## src/rtl/cal_draw_pkg.sv

```systemverilog
// Shared calendar-draw definitions: label select constants and the
// label frame-buffer writer state encoding.
package cal_draw_pkg;

  localparam int unsigned CAL_POS_CNT = 7;

  localparam int unsigned CAL_POS_MON = 0;
  localparam int unsigned CAL_POS_TUE = 1;
  localparam int unsigned CAL_POS_WED = 2;
  localparam int unsigned CAL_POS_THU = 3;
  localparam int unsigned CAL_POS_FRI = 4;
  localparam int unsigned CAL_POS_SAT = 5;
  localparam int unsigned CAL_POS_SUN = 6;

  typedef enum logic [1:0] {
    LBL_WR_IDLE,
    LBL_WR_SCAN,
    LBL_WR_DRAIN
  } lbl_wr_state_t;

endpackage

```

## src/rtl/lbl_scan_cnt.sv

```systemverilog
// Row-major x/y scan counter over x = 0..MAX_X, y = 0..MAX_Y-1 with
// synchronous clear, advance enable and a last-coordinate flag.
module lbl_scan_cnt #(
  parameter int unsigned X_W   = 12,
  parameter int unsigned Y_W   = 12,
  parameter int unsigned MAX_X = 130,
  parameter int unsigned MAX_Y = 30
) (
  input  logic           clk_i,
  input  logic           rst_ni,
  input  logic           clr_i,
  input  logic           en_i,
  output logic [X_W-1:0] x_o,
  output logic [Y_W-1:0] y_o,
  output logic           last_o
);

  logic [X_W-1:0] x_q, x_d;
  logic [Y_W-1:0] y_q, y_d;
  logic           x_end, y_end;

  assign x_end  = (x_q == X_W'(MAX_X));
  assign y_end  = (y_q == Y_W'(MAX_Y - 1));
  assign last_o = x_end & y_end;
  assign x_o    = x_q;
  assign y_o    = y_q;

  always_comb begin
    x_d = x_q;
    y_d = y_q;
    if (clr_i) begin
      x_d = '0;
      y_d = '0;
    end else if (en_i) begin
      if (x_end) begin
        x_d = '0;
        y_d = y_end ? '0 : y_q + Y_W'(1);
      end else begin
        x_d = x_q + X_W'(1);
      end
    end
  end

  always_ff @(posedge clk_i or negedge rst_ni) begin
    if (!rst_ni) begin
      x_q <= '0;
      y_q <= '0;
    end else begin
      x_q <= x_d;
      y_q <= y_d;
    end
  end

endmodule

```

## src/rtl/days_lable_fb_writer.sv

```systemverilog
// Scans a day-label rectangle through days_lable_to_pix and writes each
// returned pixel into the frame buffer at a latched base, with back-pressure.
module days_lable_fb_writer
  import cal_draw_pkg::*;
#(
  parameter int unsigned PIX_X_W   = 12,
  parameter int unsigned PIX_Y_W   = 12,
  parameter int unsigned MAX_X     = 130,
  parameter int unsigned MAX_Y     = 30,
  parameter int unsigned FB_W      = 640,
  parameter int unsigned FB_ADDR_W = 19,
  parameter int unsigned POS_W     = $clog2(CAL_POS_CNT)
) (
  input  logic                 clk_i,
  input  logic                 rst_i,
  input  logic                 start_i,
  input  logic [POS_W-1:0]     cur_pos_i,
  input  logic [PIX_X_W-1:0]   base_x_i,
  input  logic [PIX_Y_W-1:0]   base_y_i,
  output logic                 busy_o,
  output logic                 done_o,
  output logic [POS_W-1:0]     cur_pos_o,
  output logic [PIX_X_W-1:0]   pos_x_o,
  output logic [PIX_Y_W-1:0]   pos_y_o,
  input  logic                 pix_i,
  output logic                 fb_we_o,
  output logic [FB_ADDR_W-1:0] fb_addr_o,
  output logic                 fb_data_o,
  input  logic                 fb_ready_i
);

  lbl_wr_state_t        state_q;
  logic [POS_W-1:0]     cur_pos_q;
  logic [PIX_X_W-1:0]   base_x_q;
  logic [PIX_Y_W-1:0]   base_y_q;
  logic                 stg_vld_q;
  logic [PIX_X_W-1:0]   stg_x_q;
  logic [PIX_Y_W-1:0]   stg_y_q;
  logic                 hold_q;
  logic                 held_q;
  logic                 done_q;

  logic [PIX_X_W-1:0]   scan_x;
  logic [PIX_Y_W-1:0]   scan_y;
  logic                 scan_last;
  logic                 start_ok;
  logic                 stall;
  logic                 issue;

  assign start_ok = (state_q == LBL_WR_IDLE) & start_i;
  assign stall    = stg_vld_q & ~fb_ready_i;
  assign issue    = (state_q == LBL_WR_SCAN) & ~stall;

  lbl_scan_cnt #(
    .X_W   (PIX_X_W),
    .Y_W   (PIX_Y_W),
    .MAX_X (MAX_X),
    .MAX_Y (MAX_Y)
  ) u_scan_cnt (
    .clk_i  (clk_i),
    .rst_ni (rst_i),
    .clr_i  (start_ok),
    .en_i   (issue),
    .x_o    (scan_x),
    .y_o    (scan_y),
    .last_o (scan_last)
  );

  always_ff @(posedge clk_i or negedge rst_i) begin
    if (!rst_i) begin
      state_q   <= LBL_WR_IDLE;
      cur_pos_q <= '0;
      base_x_q  <= '0;
      base_y_q  <= '0;
      stg_vld_q <= 1'b0;
      stg_x_q   <= '0;
      stg_y_q   <= '0;
      hold_q    <= 1'b0;
      held_q    <= 1'b0;
      done_q    <= 1'b0;
    end else begin
      done_q <= 1'b0;
      case (state_q)
        LBL_WR_IDLE: begin
          if (start_i) begin
            cur_pos_q <= cur_pos_i;
            base_x_q  <= base_x_i;
            base_y_q  <= base_y_i;
            state_q   <= LBL_WR_SCAN;
          end
        end
        LBL_WR_SCAN: begin
          if (issue && scan_last) state_q <= LBL_WR_DRAIN;
        end
        LBL_WR_DRAIN: begin
          if (!stall) begin
            state_q <= LBL_WR_IDLE;
            done_q  <= 1'b1;
          end
        end
        default: state_q <= LBL_WR_IDLE;
      endcase

      if (!stall) begin
        stg_vld_q <= issue;
        stg_x_q   <= scan_x;
        stg_y_q   <= scan_y;
      end

      // The pixel source has already moved on to the next coordinate one
      // cycle into a stall, so its first-stall-cycle value is kept until the
      // held write is finally accepted.
      held_q <= stall;
      if (stall && !held_q) hold_q <= pix_i;
    end
  end

  assign busy_o    = (state_q != LBL_WR_IDLE);
  assign done_o    = done_q;
  assign cur_pos_o = cur_pos_q;
  assign pos_x_o   = scan_x;
  assign pos_y_o   = scan_y;
  assign fb_we_o   = stg_vld_q;
  assign fb_data_o = stg_vld_q & (held_q ? hold_q : pix_i);
  assign fb_addr_o = FB_ADDR_W'((32'(base_y_q) + 32'(stg_y_q)) * 32'(FB_W)
                                + 32'(base_x_q) + 32'(stg_x_q));

endmodule

```

## config.mk

```make
export PLATFORM = sky130hd
export DESIGN_NAME = days_lable_fb_writer
export DESIGN_NICKNAME = d
export VERILOG_FILES = /design/src/rtl/cal_draw_pkg.sv /design/src/rtl/lbl_scan_cnt.sv /design/src/rtl/days_lable_fb_writer.sv
export SDC_FILE = /design/constraint.sdc
export NUM_CORES = 1
export LEC_CHECK = 0
export BUFFER_PORTS_ARGS = -buffer_cell sky130_fd_sc_hd__buf_2
export CORE_ASPECT_RATIO = 0.5
export CORE_MARGIN = 5
export CORE_UTILIZATION = 34
export DETAILED_ROUTE_END_ITERATION = 10
export PLACE_DENSITY = 0.61
export SLEW_MARGIN = 20
export SYNTH_ARGS = -nofsm -noshare
export SYNTH_HDL_FRONTEND = slang
export SYNTH_SLANG_ARGS = --single-unit
```

## constraint.sdc

```tcl
create_clock -name clk_i -period 4 [get_ports clk_i]
set_clock_uncertainty 0.05 [all_clocks]
set_input_delay 0.4 -clock clk_i [delete_from_list [all_inputs] [get_ports clk_i]]
set_output_delay 0.4 -clock clk_i [all_outputs]
set_load 0.01 [all_outputs]
```

# --- After elaboration in Yosys (flattened, before gate mapping) ---
# Cells that the tools add are included.
op_classes:
  n_addsub: 5
  mul: 1
  n_eq_ne: 7
  n_mux: 14
  bitwise_logic: 7
  n_reduce_logical: 10
op_table:
  columns: ["operator", "count"]
  rows:
  - ["12-bit two-way mux", 7]
  - ["19-bit by 12-bit adder with 19-bit output", 2]
  - ["12-bit by 1-bit adder with 12-bit output (second input constant)", 2]
  - ["12-bit by 12-bit adder with 13-bit output", 1]
  - ["13-bit by 3-bit multiplier with 12-bit output (second input constant)", 1]
  - ["12-bit by 5-bit == test with 1-bit output (second input constant)", 1]
  - ["12-bit by 8-bit == test with 1-bit output (second input constant)", 1]
  - ["2-bit two-way mux", 3]
  - ["2-bit case mux with 3 select lines", 1]
  - ["2-bit nonzero test", 3]
  - ["1-bit AND", 5]
  - ["2-bit != test (second input constant)", 2]
  - ["2-bit AND reduction", 2]
  - ["1-bit two-way mux", 3]
  - ["3-bit AND reduction", 1]
  - ["2-bit by 1-bit == test with 1-bit output (second input constant)", 1]
  - ["2-bit == test (second input constant)", 1]
  - ["1-bit logical AND", 2]
  - ["2-bit logical NOT", 1]
  - ["2-bit by 1-bit != test with 1-bit output (second input constant)", 1]
  - ["1-bit NOT", 2]
  - ["1-bit logical NOT", 1]
word_totals:
  reg_bits: 81
  input_bits: 32
  out_inout_bits: 50
  wordCells: 56

# --- Depth between registers and ports, before layout ---
depth:
  word_depth: 7
  ltp_mapped: 20
  mapped_depth_nobuf: 19

# --- Modules after synthesis ---
# Synthesis repeated with hierarchy kept, for this count alone.
hier_totals:
  cells_unflattened: 554
  hier_area_um2: 5302.6
modules_own_cells:
  columns: ["mod", "instances", "cells_per_inst", "area_per_inst_um2", "seq_area_each_um2"]
  rows:
  - ["days_lable_fb_writer", 1, 409, 3922.5, 1426.4]
  - ["lbl_scan_cnt", 1, 145, 1380.1, 600.6]

# --- Least setup slack after synthesis ---
# Ideal clock, no wire load.
synth_timing:
  path_type: "register to output"
  start: "reg base_y_q[0]"
  end: "out fb_addr_o[18]"
  arrival_time_ns: 4.005
  required_ns: 3.550
  slack_ns: -0.455
  stages_incl_launch_ff: 19
  n_path_buf: 0
  path_cell_list: "dfrtp_1 -> ha_1 -> inv_1 -> fa_1 -> nor2b_1 -> o21ai_0 -> a21boi_1 -> nor2_1 -> ha_1 -> inv_1 -> fa_1 -> inv_1 -> fa_1 -> ha_1 -> a21o_1 -> a21oi_1 -> o21ai_2 -> o2111ai_1 -> xnor3_1"
synth_between:
  elab_chain_len: 4
synth_lines:
  columns: ["item", "line", "source"]
  rows:
  - ["start, declared", "days_lable_fb_writer.sv:35", "logic [PIX_Y_W-1:0] base_y_q;"]
  - ["start signal, assigned", "days_lable_fb_writer.sv:88", "base_y_q <= base_y_i;"]
  - ["12-bit by 12-bit adder with 13-bit output", "days_lable_fb_writer.sv:125", "assign fb_addr_o = FB_ADDR_W'((32'(base_y_q) + 32'(stg_y_q)) * 32'(FB_W)"]
  - ["13-bit by 3-bit multiplier with 12-bit output", "days_lable_fb_writer.sv:125", null]
  - ["19-bit by 12-bit adder with 19-bit output (2 in a row)", "days_lable_fb_writer.sv:126", "+ 32'(base_x_q) + 32'(stg_x_q));"]
  - ["end, declared", "days_lable_fb_writer.sv:27", "output logic [FB_ADDR_W-1:0] fb_addr_o,"]
# Every way passes these cells.

# --- Worst setup path after layout ---
layout_timing:
  start: "reg stg_y_q[0]"
  end: "out fb_addr_o[18]"
layout_between:
  elab_chain_len: 4
layout_lines:
  columns: ["item", "line", "source"]
  rows:
  - ["start, declared", "days_lable_fb_writer.sv:38", "logic [PIX_Y_W-1:0] stg_y_q;"]
  - ["start signal, assigned", "days_lable_fb_writer.sv:107", "stg_y_q <= scan_y;"]
  - ["12-bit by 12-bit adder with 13-bit output", "days_lable_fb_writer.sv:125", null]
  - ["13-bit by 3-bit multiplier with 12-bit output", "days_lable_fb_writer.sv:125", null]
  - ["19-bit by 12-bit adder with 19-bit output (2 in a row)", "days_lable_fb_writer.sv:126", null]
# Every way passes these cells.

==> impl_metrics.json <==
{
  "outcome": "complete, but fails checks",
  "failed_checks": "setup timing",
  "rr_endpoint": "u_scan_cnt.y_o[7]$_DFFE_PN0P_",
  "io_buffers": 81,
  "gr-usage-all-layers_pct": 14.1,
  "yosysTopAreaCellShare_pct": 38.4,
  "firstDrtPassIters": 5,
  "core-area_sq_um": 15300,
  "clock_sinks": 81,
  "most-common-layout-cells": "nand2_1, dfrtp_1, buf_2, buf_4, ha_1",
  "setup.worst_path.end_class": "output pin",
  "fin_nets": 825,
  "irDropWorstVdd_mv": 0.411,
  "initial_utilization_pct": 34.5,
  "vias": 4540,
  "syn_area_per_cell_sq_um": 8.69,
  "die_x_um": 186,
  "antenna_found_initial": 0,
  "crit_path_start_kind": "flop",
  "cp-startpoint": "stg_y_q[0]$_DFFE_PN0N_",
  "ant_nets": 0,
  "r2r_slack_ps": 1500,
  "yosysWarnings": 0,
  "cp.arrival_ps": 4290,
  "met3_length_um": 331,
  "syn_area_sq_um": 5280,
  "setup_viol": 8,
  "clock_latency_ps": 330,
  "final_common_cell": "nand2_1",
  "first_global_vias": 4527,
  "die_area_sq_um": 18300,
  "hold_path_class": "primary input to async pin",
  "cellPowerDensity_nw_per_um2": 907,
  "ios": 82,
  "cts_buffer_depth": 2,
  "drt-vias-per-instance": 4.80,
  "synthTopCellsByArea": "dfrtp_1, ha_1, nand2_1",
  "syn_nets": 697,
  "hold_viol_final": 0,
  "worstSetupPathType": "flop to output pin",
  "slew_violations": 0,
  "wire_per_inst_um": 13.7,
  "cts_hold_buf": 0,
  "synth-seq-cells": 81,
  "fin_crit_sh_pct": 118,
  "fmax_mhz": 211,
  "r2r_start": "u_scan_cnt.x_o[0]$_DFFE_PN0P_",
  "wl_met1_mm": 6.39,
  "setup_ws_ps": -739,
  "clock-root-buffer": "clkbuf_16",
  "dp_hpwl_mm": 9.48,
  "period_needed_ps": 4740,
  "synth-edff-count": 0,
  "synth_simple_gate_area_share_pct": 21.4,
  "ys_seq_area_share_pct": 38.4,
  "synth_compound_area_share_pct": 13.5,
  "synthFlopType": "dfrtp_1",
  "synth_xor_area_share_pct": 6.89,
  "gr-total-overflow": 0,
  "gp_congestion": 0.867,
  "synth_cell_type_count": 56,
  "rsz0062_at_grt": "true",
  "grt_pass1_wl_mm": 21.7,
  "synthArstFlopShare_pct": 100,
  "muxShareOfSynthArea_pct": 0.805,
  "cts_max_level": 3,
  "clk_pin_slew_ps": 60,
  "drive_above_1_share_pct": 26.6,
  "worst-r2r-cell-count": 9,
  "wirelength_mm": 12.9,
  "worstPathMaxFanout": 3,
  "synth_top_family_by_area": "simple AND/OR/NAND/NOR gates",
  "crit_required_ps": 3550,
  "setup_tns_ps": -5590,
  "final_core_util_pct": 44.1,
  "leakage_nw": 3.49,
  "synth_adder_area_share_pct": 14.6,
  "die_h_um": 98.2,
  "netlist.top_cell.by_area": "dfrtp_1",
  "maxCapViolations": 0,
  "num_rows": 32,
  "drtIter0Drc": 180,
  "slew_headroom_pct": 51.0,
  "synth_cells": 608,
  "wl_met2_mm": 6.07,
  "tritoncts": "done",
  "cts_buffers": 9,
  "grt_max_degree": 82,
  "worst_pin_slew_ps": 735,
  "area_growth_pct": 27.9,
  "maxUsedRoutingLayer": "met4",
  "n_antenna_cell": 0,
  "drc": 0
}
## stage by stage
stage               instance area, sq um  hold slack [ps]  worst slack, ps  instances  power (W)
global placement                    6280              404             -389        919    0.00486
detailed placement                  6280              411             -465        919    0.00492
floorplan                           5370             54.4             -142        608    0.00356
CTS                                 6630              196             -832        942    0.00601
global route                        6760              124             -930        945    0.00667
finish                              6760             61.8             -739        945    0.00613
## synthesized netlist by cell type (5+ instances only)
master,count
nor2_1,30
a21oi_1,19
ha_1,49
a211oi_1,5
a21o_1,9
o21ai_1,9
fa_1,8
dfrtp_1,81
clkbuf_1,12
xor2_1,9
nand4_1,7
nand2b_1,9
nand2_1,152
nor3_1,8
and3_1,9
xnor2_1,30
o21ai_0,36
nand3_1,13
inv_1,43
and2_1,5
## cell type report
class                           instances  area [sq um]
Clock buffer                           11           233
Sequential cell                        81          2030
Clock inverter                          5          32.5
Inverter                               44           165
Timing Repair Buffer                  133           813
Multi-Input combinational cell        467          3230
Fill cell                            1511          8580
Tap cell                              204           255
## worst max path at each step
| stage | cells after the start | endpoint |
|---|---|---|
| 5_1_grt | 17 | fb_addr_o[17] |
| 6_report | 18 | fb_addr_o[18] |
| 3_3_place_gp | 19 | fb_addr_o[18] |
| 4_1_cts | 19 | fb_addr_o[18] |
| 2_1_floorplan | 16 | fb_addr_o[18] |
| 3_5_place_dp | 19 | fb_addr_o[18] |
## critical path: stages, from the launching register on
cell and delay [ps]:
dfrtp_1 380, ha_2 200, buf_4 130, a21o_1 170, a21oi_1 200, xnor2_1 130, ha_1 290, ha_2 170
inv_2 40, fa_1 540, inv_2 40, fa_1 540, ha_4 210, a21o_1 170, a21oi_2 170, o21ai_4 90
o2111ai_2 100, xnor3_1 240, buf_2 150
## report_power, final
group / internal, W / switching (W) / total, W
Sequential: 0.00100 / 0.000128 / 0.00113
Combinational: 0.00220 / 0.00206 / 0.00426
Clock: 0.000418 / 0.000319 / 0.000737
## routing by layer
layer,vias up,global-route usage [%]
met4,0,3.83
met1,2149,19.3
met3,14,2.54
met2,66,23.4
li1,2311,-
met5,-,0
## sequential cells by signal, summed over array words and instances (netlist names)
signal and count:
hold_q 1, done_o 1, state_q 2, base_y_q 12
cur_pos_o 3, stg_x_q 12, held_q 1, base_x_q 12
u_scan_cnt.y_o 12, fb_we_o 1, u_scan_cnt.x_o 12, stg_y_q 12
## cells by family after synthesis
kind of cell | count (synthesis)
simple gates | 253
compound gates | 113
flops | 81
buf+inv | 60
fa+ha+maj | 57
xor+xnor | 40
mux | 4
## timing repair
action                     4_1_cts  5_1_grt
setup endpoints to repair        8       10
pin swaps                       14       16
resized for setup                7       22
setup buffers                    7        4
(Power assumes the default switching activity.)
